`config.mk`:
```
export PLATFORM = sky130hd
export DESIGN_NAME = accel_initiator
export DESIGN_NICKNAME = d
export VERILOG_FILES = /design/src/rtl/accel_initiator.sv
export SDC_FILE = /design/constraint.sdc
export NUM_CORES = 1
export LEC_CHECK = 0
export BUFFER_PORTS_ARGS = -buffer_cell sky130_fd_sc_hd__clkbuf_2
export CAP_MARGIN = 15
export CORE_UTILIZATION = 50
export CTS_BUF_LIST = sky130_fd_sc_hd__clkbuf_4 sky130_fd_sc_hd__clkbuf_8 sky130_fd_sc_hd__clkbuf_16
export CTS_CLUSTER_SIZE = 20
export DETAILED_ROUTE_END_ITERATION = 16
export GPL_TIMING_DRIVEN = 0
export HOLD_SLACK_MARGIN = 0.06
export PLACE_DENSITY = 0.77
export SYNTH_ARGS = -nofsm -noshare
export SYNTH_HDL_FRONTEND = slang
export SYNTH_SLANG_ARGS = --single-unit
```
`constraint.sdc`:
```
create_clock -name clk -period 3.7 [get_ports clk]
set_input_delay 0.74 -clock clk [delete_from_list [all_inputs] [get_ports clk]]
set_output_delay 0.74 -clock clk [all_outputs]
set_load 0.01 [all_outputs]
```
`src/rtl/accel_initiator.sv`:
```
// accel_initiator
//   Bus initiator that pushes N 32-bit operands to an accelerator's write
//   window, then reads back the 64-bit product (low word first, then high
//   word). Every bus transaction is followed by a one-cycle gap with
//   mem_valid low.
//
// Ports
//   clk, resetn          : clock, asynchronous active-low reset
//   start                : job request, sampled only in IDLE
//   operands[32*N-1:0]   : operand k in bits [32k+31:32k], latched at start
//   busy                 : job in progress (start acceptance until done)
//   done, error          : one-cycle completion pulse; error=1 on abort
//   result[63:0]         : product read back, updated only at read completion
//   mem_valid/mem_ready  : bus handshake
//   mem_addr/mem_wdata   : bus address / write data
//   mem_wstrb            : byte strobes, 0 for reads
//   mem_rdata            : bus read data
//
// Configuration
//   ACCEL_INITIATOR_TIMEOUT_EN : when defined, a watchdog aborts any bus
//   transaction that has waited TIMEOUT cycles for mem_ready (done with
//   error=1, result unchanged). When undefined the initiator waits forever
//   and error is constant 0.

module accel_initiator #(
    parameter logic [31:0] ADDR_WRITE = 32'h0100_3000,
    parameter logic [31:0] ADDR_READ  = 32'h0100_4000,
    parameter int          N          = 3,
    parameter int          TIMEOUT    = 255
) (
    input  logic              clk,
    input  logic              resetn,
    input  logic              start,
    input  logic [32*N-1:0]   operands,
    output logic              busy,
    output logic              done,
    output logic              error,
    output logic [63:0]       result,
    output logic              mem_valid,
    input  logic              mem_ready,
    output logic [31:0]       mem_addr,
    output logic [31:0]       mem_wdata,
    output logic [3:0]        mem_wstrb,
    input  logic [31:0]       mem_rdata
);

    if (N < 1 || TIMEOUT < 1) begin : g_bad_cfg
        $error("accel_initiator: N and TIMEOUT must both be at least 1");
    end

    typedef enum logic [2:0] {
        IDLE,
        WR,
        GAP,
        RD_LO,
        RD_HI,
        FIN
    } state_t;

    state_t            state_q, state_d;
    // Phase index: 0..N-1 selects the operand being written, N means the
    // low-word read is next, N+1 the high-word read. GAP uses it to decide
    // where to go, so no separate "return state" register is needed.
    logic [31:0]       k_q, k_d;
    logic [32*N-1:0]   ops_q, ops_d;
    logic [63:0]       res_q, res_d;
    // Set on the first edge after reset release; start is ignored before it.
    logic              armed_q;

`ifdef ACCEL_INITIATOR_TIMEOUT_EN
    logic [31:0]       cnt_q, cnt_d;
    logic              err_q, err_d;
`endif

    always_ff @(posedge clk or negedge resetn) begin
        if (!resetn) begin
            state_q <= IDLE;
            k_q     <= '0;
            ops_q   <= '0;
            res_q   <= '0;
            armed_q <= 1'b0;
`ifdef ACCEL_INITIATOR_TIMEOUT_EN
            cnt_q   <= '0;
            err_q   <= 1'b0;
`endif
        end else begin
            state_q <= state_d;
            k_q     <= k_d;
            ops_q   <= ops_d;
            res_q   <= res_d;
            armed_q <= 1'b1;
`ifdef ACCEL_INITIATOR_TIMEOUT_EN
            cnt_q   <= cnt_d;
            err_q   <= err_d;
`endif
        end
    end

    // Bus outputs are decoded from registered state only, so they stay
    // stable while waiting for mem_ready and drop to zero as soon as the
    // asynchronous reset forces IDLE.
    always_comb begin
        state_d   = state_q;
        k_d       = k_q;
        ops_d     = ops_q;
        res_d     = res_q;
        busy      = 1'b1;
        done      = 1'b0;
        mem_valid = 1'b0;
        mem_addr  = '0;
        mem_wdata = '0;
        mem_wstrb = '0;
`ifdef ACCEL_INITIATOR_TIMEOUT_EN
        cnt_d     = cnt_q;
        err_d     = err_q;
`endif

        case (state_q)
            IDLE: begin
                busy = 1'b0;
                if (start && armed_q) begin
                    ops_d   = operands;
                    k_d     = '0;
                    state_d = WR;
`ifdef ACCEL_INITIATOR_TIMEOUT_EN
                    err_d   = 1'b0;
`endif
                end
            end
            WR: begin
                mem_valid = 1'b1;
                mem_addr  = ADDR_WRITE + (k_q << 2);
                mem_wdata = ops_q[32*k_q +: 32];
                mem_wstrb = '1;
                if (mem_ready) begin
                    k_d     = k_q + 32'd1;
                    state_d = GAP;
                end
            end
            GAP: begin
                if (k_q < 32'(N)) begin
                    state_d = WR;
                end else if (k_q == 32'(N)) begin
                    state_d = RD_LO;
                end else begin
                    state_d = RD_HI;
                end
            end
            RD_LO: begin
                mem_valid = 1'b1;
                mem_addr  = ADDR_READ;
                if (mem_ready) begin
                    res_d[31:0] = mem_rdata;
                    k_d         = k_q + 32'd1;
                    state_d     = GAP;
                end
            end
            RD_HI: begin
                mem_valid = 1'b1;
                mem_addr  = ADDR_READ + 32'd4;
                if (mem_ready) begin
                    res_d[63:32] = mem_rdata;
                    k_d          = '0;
                    state_d      = FIN;
                end
            end
            FIN: begin
                busy    = 1'b0;
                done    = 1'b1;
                k_d     = '0;
                state_d = IDLE;
            end
            default: begin
                busy    = 1'b0;
                state_d = IDLE;
            end
        endcase

`ifdef ACCEL_INITIATOR_TIMEOUT_EN
        // Counts wait cycles of the current transaction. The abort overrides
        // the case above; no read can complete in the same cycle because
        // mem_ready is low here, so result is left untouched.
        if (mem_valid && !mem_ready) begin
            cnt_d = cnt_q + 32'd1;
            if (cnt_q + 32'd1 >= 32'(TIMEOUT)) begin
                state_d = FIN;
                k_d     = '0;
                err_d   = 1'b1;
            end
        end else begin
            cnt_d = '0;
        end
`endif
    end

`ifdef ACCEL_INITIATOR_TIMEOUT_EN
    assign error = done & err_q;
`else
    assign error = 1'b0;
`endif

    assign result = res_q;

endmodule

```
======== Yosys cells after proc, flatten, opt, wreduce, memory -nomap -nowiden ========
Cells that the tools add are included.
word-level totals
  word-level logic and storage cells ...... 46
  flip-flop bits (word level) ............. 196
operators by class
  shift operators ......................... 1
  multiplexer cells ....................... 16
  reduce and logical (&&, ||, !) cells .... 11
  eq/ne operators ......................... 9
  add/sub/neg operators ................... 2
  $lt $le $gt $ge ......................... 1
operators with widths
  operator                                                                 count
  32-bit two-way mux                                                       4
  32-bit one-hot mux with 4 select lines                                   1
  32-bit one-hot mux with 3 select lines                                   1
  96-bit by 33-bit variable part select with 32-bit output                 1
  25-bit by 32-bit adder with 32-bit output (first input constant)         1
  32-bit by 1-bit adder with 32-bit output (second input constant)         1
  32-bit by 2-bit equality test with 1-bit output (second input constant)  1
  32-bit by 2-bit < comparator with 1-bit output (second input constant)   1
  3-bit two-way mux                                                        5
  3-bit one-hot mux with 4 select lines                                    1
  3-bit by 2-bit equality test with 1-bit output (second input constant)   2
  3-bit equality test (second input constant)                              2
  2-bit AND reduction                                                      3
  4-bit two-way mux                                                        1
  2-bit != test (second input constant)                                    2
  4-bit AND reduction                                                      1
  4-bit nonzero test                                                       1
  4-bit OR reduction                                                       1
  3-bit by 1-bit equality test with 1-bit output (second input constant)   1
  3-bit zero test                                                          1
  1-bit two-way mux                                                        3
  3-bit AND reduction                                                      1
  3-bit OR reduction                                                       1
  2-bit by 1-bit != test with 1-bit output (second input constant)         1
  other kinds (2)                                                          2

======== Longest topological paths before layout ========
Gate-level depths: netlist of run 1.
  depth in word-level cells ............... 4
  gate-level depth with buffers ........... 7
  gate-level depth less buffers ........... 6

======== Worst setup path before layout of run 1 ========
Ideal clock, no wire load.
  path type ............................... register -> output
  start ................................... reg k_q[10]
  end ..................................... out mem_addr[30]
  arrival time ............................ 1.735 ns
  buffers on the path ..................... 0
  data required time ...................... 2.960 ns
  cell stages (with the launch flop) ...... 7
  path slack .............................. 1.225 ns
  cells stage by stage .................... dfrtp_1 inv_1 ha_1 and3b_1 a31oi_1 or3_1 a21oi_1
on the way
  word-level cells in the longest chain between the ends .. 2
RTL lines
  item                                       RTL line  RTL
  start: declaration                         64        logic [31:0] k_q, k_d;
  start signal: assignment                   88        k_q <= k_d;
  25-bit by 32-bit adder with 32-bit output  132       mem_addr = ADDR_WRITE + (k_q << 2);
  32-bit one-hot mux with 3 select lines     118       case (state_q)
  end: declaration                           41        output logic [31:0] mem_addr,
Every way passes these cells.

======== Worst setup path in the final report of run 1 ========
Same ends and word-level chain as after synthesis.

==> metrics.md, run 1 <==
| Metric | Value |
|---|---|
| IO Pins | `268` |
| Chip width | `140 microns` |
| Starting DRT DRC Count | `374` |
| Finished Cell Area | `around 12000 sq um` |
| Final hold slack | `0.317 ns` |
| Number of clock sinks | `a little under 200` |
| Synth Area in Adders | `0.391%` |
| Minimum clock period after layout | `3.32 ns` |
| Total Routing Usage GR | `25.4%` |
| Antenna violations before repair | `0` |
| Total grt overflow | `0` |
| Async SR Flop Fraction | `between 90% and 100%` |
| Hold-fix buffers, CTS | `0` |
| ANT nets after route | `0` |
| Leakage power | `0.00562 uW` |
| Clk_skew | `between 0.01 and 0.015 ns` |
| Dpl hpwl | `17.8 mm` |
| Top-count cell post-synth | `dfrtp_1` |
| Synth unique cells | `54` |
| Post-Route Utilization | `63.1%` |
| First-pass GRT wire length | `39.0 mm` |
| Most common library cells after synthesis | `dfrtp_1 (196), mux2_2 (160), nor2_1 (88)` |
| CP Launch Type | `flip-flop` |
| Routed wire per std cell | `17.7 microns` |
| Avg Cell Area, Syn | `11.5 sq um` |
| TritonCTS clock tree | `done` |
| Tcrit/Tclk final | `89.7%` |
| Pin count of the biggest net entering global routing | `around 110` |
| Pwr Total | `9440 uW` |
| CTS Buffer Depth | `2` |
| RSZ-0062 raised after global routing | `no` |
| Fill cells | `between 1500 and 2000` |
| H-tree Lvls | `4` |
| Setup slack after layout | `0.379 ns` |
| Setup CP Type | `reg2out` |
| Post-CTS sizing | `0` |
| Via Count | `7519` |
| CTS buffer count | `17` |
| Clock root buffer | `clkbuf_16` |
| Final hold viol count | `0` |
| Crit Path Max Fanout | `8` |
| Layout cells sized above 1 | `44.0%` |
| Post-Route WL | `24.2 mm` |
| Max Slew Vio Count | `0` |
| Worst hold path class | `in2async` |
| Dpl ws | `0.854 ns` |
| GPL Wtd Cong | `0.898` |
| Final Net Count | `~1300` |
| Drt drc | `0` |
| Worst-margin pin slew | `0.823 ns` |
| Total core area | `around 19000 sq um` |
| Ys flop type | `dfrtp_1` |
| Synth Area in XOR/XNOR | `under 10%` |
| Setup bufs post-CTS | `0` |
| Area contributors post-synth | `dfrtp_1 (51%), mux2_2 (19%), mux2i_1 (5.8%), nor2_1 (3.4%), a21oi_1 (2.4%)` |
| Worst EP required | `2.96 ns` |
| Largest family of logic cells by synthesized area | `multiplexers` |
| Post-Syn Instances | `835` |
| Worst EP arrival | `2.58 ns` |
| PwrDens | `797 nW/um^2` |
| Worst-path cell with the longest stage delay | `dfrtp_1` |
| Fmax | `0.301 GHz` |
| Mux contribution to synthesized area | `24.6%` |
| DRT Pass-1 Iters | `5` |
| Placed cell areas | `between 10000 and 15000 sq um` |
| Status | `finished clean` |
| Ant. Diodes | `0` |
| Die Y | `140 microns` |
| #FFs+latches synth | `196` |
| Total die area | `around 20000 sq um` |
| Initial core utilization | `51.1%` |
| Final setup viols | `0` |
| Post-synth EDFFs | `0` |
| Register area share after synthesis | `51.1%` |
| Buffers on Ports | `264` |
| Slew margin rel. | `44.7%` |
| Area delta synth->final | `23.6%` |
| Vias in the first global route | `7566` |
| Yosys top cell area share | `between 50% and 60%` |
| Synth Area in Simple Gates | `12.1%` |
| Mapped Area | `roughly 9600 sq um` |
| Clock-pin slew on the worst setup and hold paths | `about 0.08 ns` |
| Setup crit end kind | `primary output` |
| Synth area leader | `dfrtp_1` |
| Compound-Gate Fraction of Synth Area | `6.85%` |
| Row count | `50` |
| Worst path max stage delay | `0.52 ns` |
| Max VDD drop | `0.000380 V` |
| Max_cap viols | `0` |
| Yosys warns | `0` |
| Vias per inst | `around 5.5` |
| Crit-path cells | `inv_1 -> ha_1 -> and3b_1 -> a31oi_1 -> or3_1 -> a21oi_1 -> clkbuf_2` |
| Skew-Pair Late Insertion Delay | `around 0.44 ns` |
-- final cells by class --
cell class                      count  area [sq um]  area share, %
Buffer                             66           312           2.63
Clock buffer                       20           460           3.89
Clock inverter                     12           141           1.19
Inverter                            8          30.0          0.253
Multi-Input combinational cell    567          4350           36.7
Sequential cell                   196          4900           41.4
Tap cell                          234           293           2.47
Timing Repair Buffer              265          1360           11.5
-- state kept, by name, indices dropped and copies added (netlist names) --
register and flops:
ops_q 96, result 64, k_q 32, state_q 3, armed_q 1
-- cell families (layout without fill, tap and decap cells) --
logic type	count (synthesis)	count (layout)
XOR/XNOR	13	13
flip-flops	196	196
adder cells (fa/ha/maj)	3	3
multiplexers	216	216
buffers and inverters	74	371
AO/OA/AOI/OAI	93	93
other	2	4
AND/OR/NAND/NOR	238	238
-- per-layer routing --
layer | vias up | share of wire (%) | global-route usage, %
li1 | 3520 | - | -
met1 | 3724 | 42 | 32.0
met2 | 228 | 50 | 42.9
met3 | 47 | 4.8 | 5.54
met4 | 0 | 3.0 | 10.0
met5 | - | 0 | 0
-- metrics by stage --
step / cells / setup TNS, ns
after floorplan: 837 / 0
after global placement: 1335 / -381.74
after detailed placement: 1336 / 0
after CTS: 1368 / 0
after global routing: 1368 / 0
final: 1368 / 0
-- power breakdown --
group,leakage (uW),switching [uW],internal (uW)
clock,0.000291,865,1000
combinational,0.00292,2140,1850
sequential,0.00241,497,3080
total,0.00562,3500,5940
-- final timing paths --
check                                       start                endpoint  slack, ns  cells past startpoint
setup / recovery              k_q[10]$_DFFE_PN0P_            mem_addr[30]       0.38                      7
hold / removal                             resetn   ops_q[69]$_DFFE_PN0P_       0.32                      1
setup reg to reg           state_q[0]$_DFFE_PN0P_   ops_q[13]$_DFFE_PN0P_       1.15                      5
hold reg to reg               k_q[31]$_DFFE_PN0P_     k_q[31]$_DFFE_PN0P_       0.48                      1
max in group asynchronous                  resetn  result[38]$_DFFE_PN0P_       2.38                      2
min in group clk              k_q[31]$_DFFE_PN0P_     k_q[31]$_DFFE_PN0P_       0.48                      1
-- layout by cell type (no fill, tap or decap), drive strengths merged, types with 13 or more instances in the layout --
cell    Yosys  layout
mux2      160     160
inv         8      14
buf        40      41
nand4      16      16
clkbuf     26     310
a21oi      46      46
nand2b     16      16
mux2i      56      56
dfrtp     196     196
nor2       88      88
nand3      13      13
nand2      50      50
-- worst max-delay path, delay by kind of cell, from the launching register on --
family	cells	cell delay, ns
flip-flops	1	0.52
adder cells (fa/ha/maj)	1	0.31
buffers and inverters	2	0.26
AO/OA/AOI/OAI	2	0.35
AND/OR/NAND/NOR	2	0.72
Power figures use the tool's default switching activity.
==> run 2, diff against run 1 <==
--- a/config.mk
+++ b/config.mk
@@ -6,7 +6,8 @@
 export NUM_CORES = 1
 export LEC_CHECK = 0
 export BUFFER_PORTS_ARGS = -buffer_cell sky130_fd_sc_hd__clkbuf_2
-export CAP_MARGIN = 15
+export CAP_MARGIN = 0
+export CORE_MARGIN = 10
 export CORE_UTILIZATION = 50
 export CTS_BUF_LIST = sky130_fd_sc_hd__clkbuf_4 sky130_fd_sc_hd__clkbuf_8 sky130_fd_sc_hd__clkbuf_16
 export CTS_CLUSTER_SIZE = 20
==> run 2 against run 1 <==
Combinational power increased by 2%. Sequential share of layout area decreased by 0.070 points. Critical path type unchanged. Non-clock buffer count unchanged. Register-to-register slack got worse by 0.08 ns. Clock-buffer cell count decreased by 2.
==> metrics.md, run 2 (synthesized netlist as in run 1, its figures left out) <==
| Metric | Value |
|---|---|
| Status | `finished clean` |
| CTS buffer count | `17 (unchanged)` |
| RSZ-0062 raised after global routing | `no` |
| Max VDD drop | `0.000417 V (+9.7%)` |
| Final setup viols | `0 (unchanged)` |
| Final Net Count | `1256 (unchanged)` |
| P_int | `5980 uW (+0.69%)` |
| Worst reg2reg startpoint | `state_q[0]$_DFFE_PN0P_` |
| Fmax | `0.305 GHz (+1.4%)` |
| Chip width | `158 microns (+13%)` |
| PwrDens | `807 nW/um^2 (+1.3%)` |
| Worst-path cell with the longest stage delay | `dfrtp_1` |
| Post-Route WL | `26.8 mm (+11%)` |
| Minimum clock period after layout | `3.27 ns (-0.0466 ns)` |
| Flop pwr share | `37.5% (-0.4 points)` |
| TritonCTS clock tree | `done` |
| Number of clock sinks | `196 (unchanged)` |
| R2R depth | `5 (unchanged)` |
| Starting DRT DRC Count | `434 (+16%)` |
| Reg with most FFs | `ops_q` |
| Final Non-Filler Cells | `1369 (+0.073%)` |
| Placed cell count | `1336 (unchanged)` |
| H-tree Lvls | `4 (unchanged)` |
| Worst hold path class | `in2async` |
| IO Pins | `268 (unchanged)` |
| Dpl hpwl | `20.3 mm (+14%)` |
| Setup CP Type | `reg2out` |
| Commonest non-fill, non-tap cell in the layout | `clkbuf_2` |
| Crit Path Max Fanout | `8 (unchanged)` |
| Combinational Power Share | `42.3% (about the same)` |
| Commonest cells after routing, fill and taps aside | `clkbuf_2 (263), dfrtp_1 (196), mux2_2 (160)` |
| Total core area | `18800 sq um (unchanged)` |
| Drt drc | `0 (unchanged)` |
| Internal reg-to-reg setup slack | `1.07 ns (-0.08 ns)` |
| Post-CTS sizing | `0 (unchanged)` |
| Via Count | `7505 (-0.19%)` |
| Crit-path cells | `inv_1 -> ha_1 -> and3b_1 -> a31oi_1 -> or3_1 -> a21oi_1 -> clkbuf_2` |
| Area delta synth->final | `23.8%` |
| Final hold viol count | `0 (unchanged)` |
| Largest register FFs | `96 (unchanged)` |
| Sw Ratio | `37.6% (+0.51 points)` |
| Worst EP required | `2.96 ns (about the same)` |
| Setup crit end kind | `primary output` |
| Clock-pin slew on the worst setup and hold paths | `0.08 ns (about the same)` |
| Vias in the first global route | `8016 (+5.9%)` |
| Total Routing Usage GR | `21.3% (-4.1 points)` |
| ANT nets after route | `0 (unchanged)` |
| Leakage power | `0.00564 uW (+0.27%)` |
| Max Slew Vio Count | `0 (unchanged)` |
| Fill cells | `1510 (-6.0%)` |
| Worst-margin pin slew | `0.912 ns (+0.0893 ns)` |
| Hold-fix buffers, CTS | `0 (unchanged)` |
| Total grt overflow | `0 (unchanged)` |
| Row count | `50 (unchanged)` |
| DRT Pass-1 Iters | `5 (unchanged)` |
| Setup tns final | `0 ns (unchanged)` |
| Worst path max stage delay | `0.51 ns (about the same)` |
| Antenna violations before repair | `0 (unchanged)` |
| Pin count of the biggest net entering global routing | `115 (+2.7%)` |
| First-pass GRT wire length | `42.4 mm (+8.8%)` |
| Sw power | `3600 uW (+2.9%)` |
| Initial core utilization | `51.1% (unchanged)` |
| GPL Wtd Cong | `0.887 (-1.2%)` |
| Setup bufs post-CTS | `0 (unchanged)` |
| Clk_skew | `0.0122 ns (+0.00137 ns)` |
| Total die area | `25100 sq um (+27%)` |
| Worst EP arrival | `2.53 ns (-0.05 ns)` |
| Layout cells sized above 1 | `44.0% (unchanged)` |
| Die Y | `158 microns (+13%)` |
| Vias per inst | `5.48 (-0.26%)` |
| Routed wire per std cell | `19.5 microns (+11%)` |
| Critical R2R Capture | `ops_q[31]$_DFFE_PN0P_` |
| Skew-Pair Late Insertion Delay | `0.44 ns (about the same)` |
| Max_cap viols | `0 (unchanged)` |
| CTS Buffer Depth | `2 (unchanged)` |
| Slew margin rel. | `38.7% (-6.0 points)` |
| Tcrit/Tclk final | `88.5% (-1.3 points)` |
| CP Launch Type | `flip-flop` |
| Clock power share | `20.2% (+0.4 points)` |
| Clock root buffer | `clkbuf_16` |
| Buffers on Ports | `264 (unchanged)` |
run 2: cell count changes in the layout (fill, tap and decap cells not counted), sizes merged:
cell | previous run | this run
diode | 0 | 1
clkinv | 3 | 4
inv | 14 | 16
clkinvlp | 2 | 0
clkbuf | 310 | 308
bufinv | 1 | 2
run 2: power by group through the flow:
| stage | clock [uW] | combinational (uW) | sequential [uW] |
|---|---|---|---|
| finish | 1940 | 4060 | 3590 |
| global route | 2060 | 4460 | 3710 |
| CTS | 1970 | 4110 | 3590 |
| global placement | 0 | 3990 | 3560 |
| floorplan | 0 | 2490 | 3670 |
| detailed placement | 0 | 4090 | 3620 |
run 2: worst max path at each step:
| stage | start | cells past startpoint | end |
|---|---|---|---|
| after global placement | resetn | 1 | ops_q[73]$_DFFE_PN0P_ |
| after global routing | k_q[10]$_DFFE_PN0P_ | 7 | mem_addr[30] |
| after detailed placement | start | 6 | ops_q[40]$_DFFE_PN0P_ |
| after CTS | k_q[10]$_DFFE_PN0P_ | 7 | mem_addr[28] |
| final | k_q[10]$_DFFE_PN0P_ | 7 | mem_addr[30] |
| after floorplan | k_q[10]$_DFFE_PN0P_ | 6 | mem_addr[30] |
run 2: stage by stage:
| stage | setup slack (ns) | hold slack (ns) | power (uW) | area [sq um] | util (%) |
|---|---|---|---|---|---|
| final | 0.426 | 0.337 | 9580 | 11900 | 63.2 |
| after global routing | 0.218 | 0.368 | 10200 | 11900 | 63.2 |
| after CTS | 0.403 | 0.364 | 9670 | 11900 | 63.2 |
| after detailed placement | 0.691 | 0.476 | 7710 | 11200 | 59.9 |
| after global placement | -1.90 | 0.465 | 7550 | 11200 | 59.7 |
| after floorplan | 1.22 | 0.444 | 6150 | 9600 | - |
run 2: layer usage:
metal / vias to the layer above / part of all wire [%] / global-route usage [%]
met3: 55 / 6.4 / 5.05
met4: 0 / 3.1 / 9.09
met5: - / 0 / 0
met1: 3703 / 40 / 26.1
met2: 235 / 51 / 35.5
li1: 3512 / - / -
run 2: cell type report:
| class | count | area (sq um) | share of cell area [%] |
|---|---|---|---|
| repair buffers | 265 | 1360 | 11.4 |
| clock inverters | 14 | 186 | 1.57 |
| well taps | 234 | 293 | 2.47 |
| clock buffers | 18 | 433 | 3.65 |
| multi-input cells | 567 | 4350 | 36.7 |
| diodes | 1 | 2.50 | 0.0211 |
| plain buffers | 66 | 312 | 2.62 |
| inverters | 8 | 30.0 | 0.253 |
| flip-flops and latches | 196 | 4900 | 41.3 |
run 2: critical path, delay by kind of cell, from the launching register on:
kind | cells | cell delay (ns)
adders and majority gates | 1 | 0.30
and+or+nand+nor | 2 | 0.72
buffers and inverters | 2 | 0.25
AOI/OAI and AO/OA | 2 | 0.33
DFF | 1 | 0.51
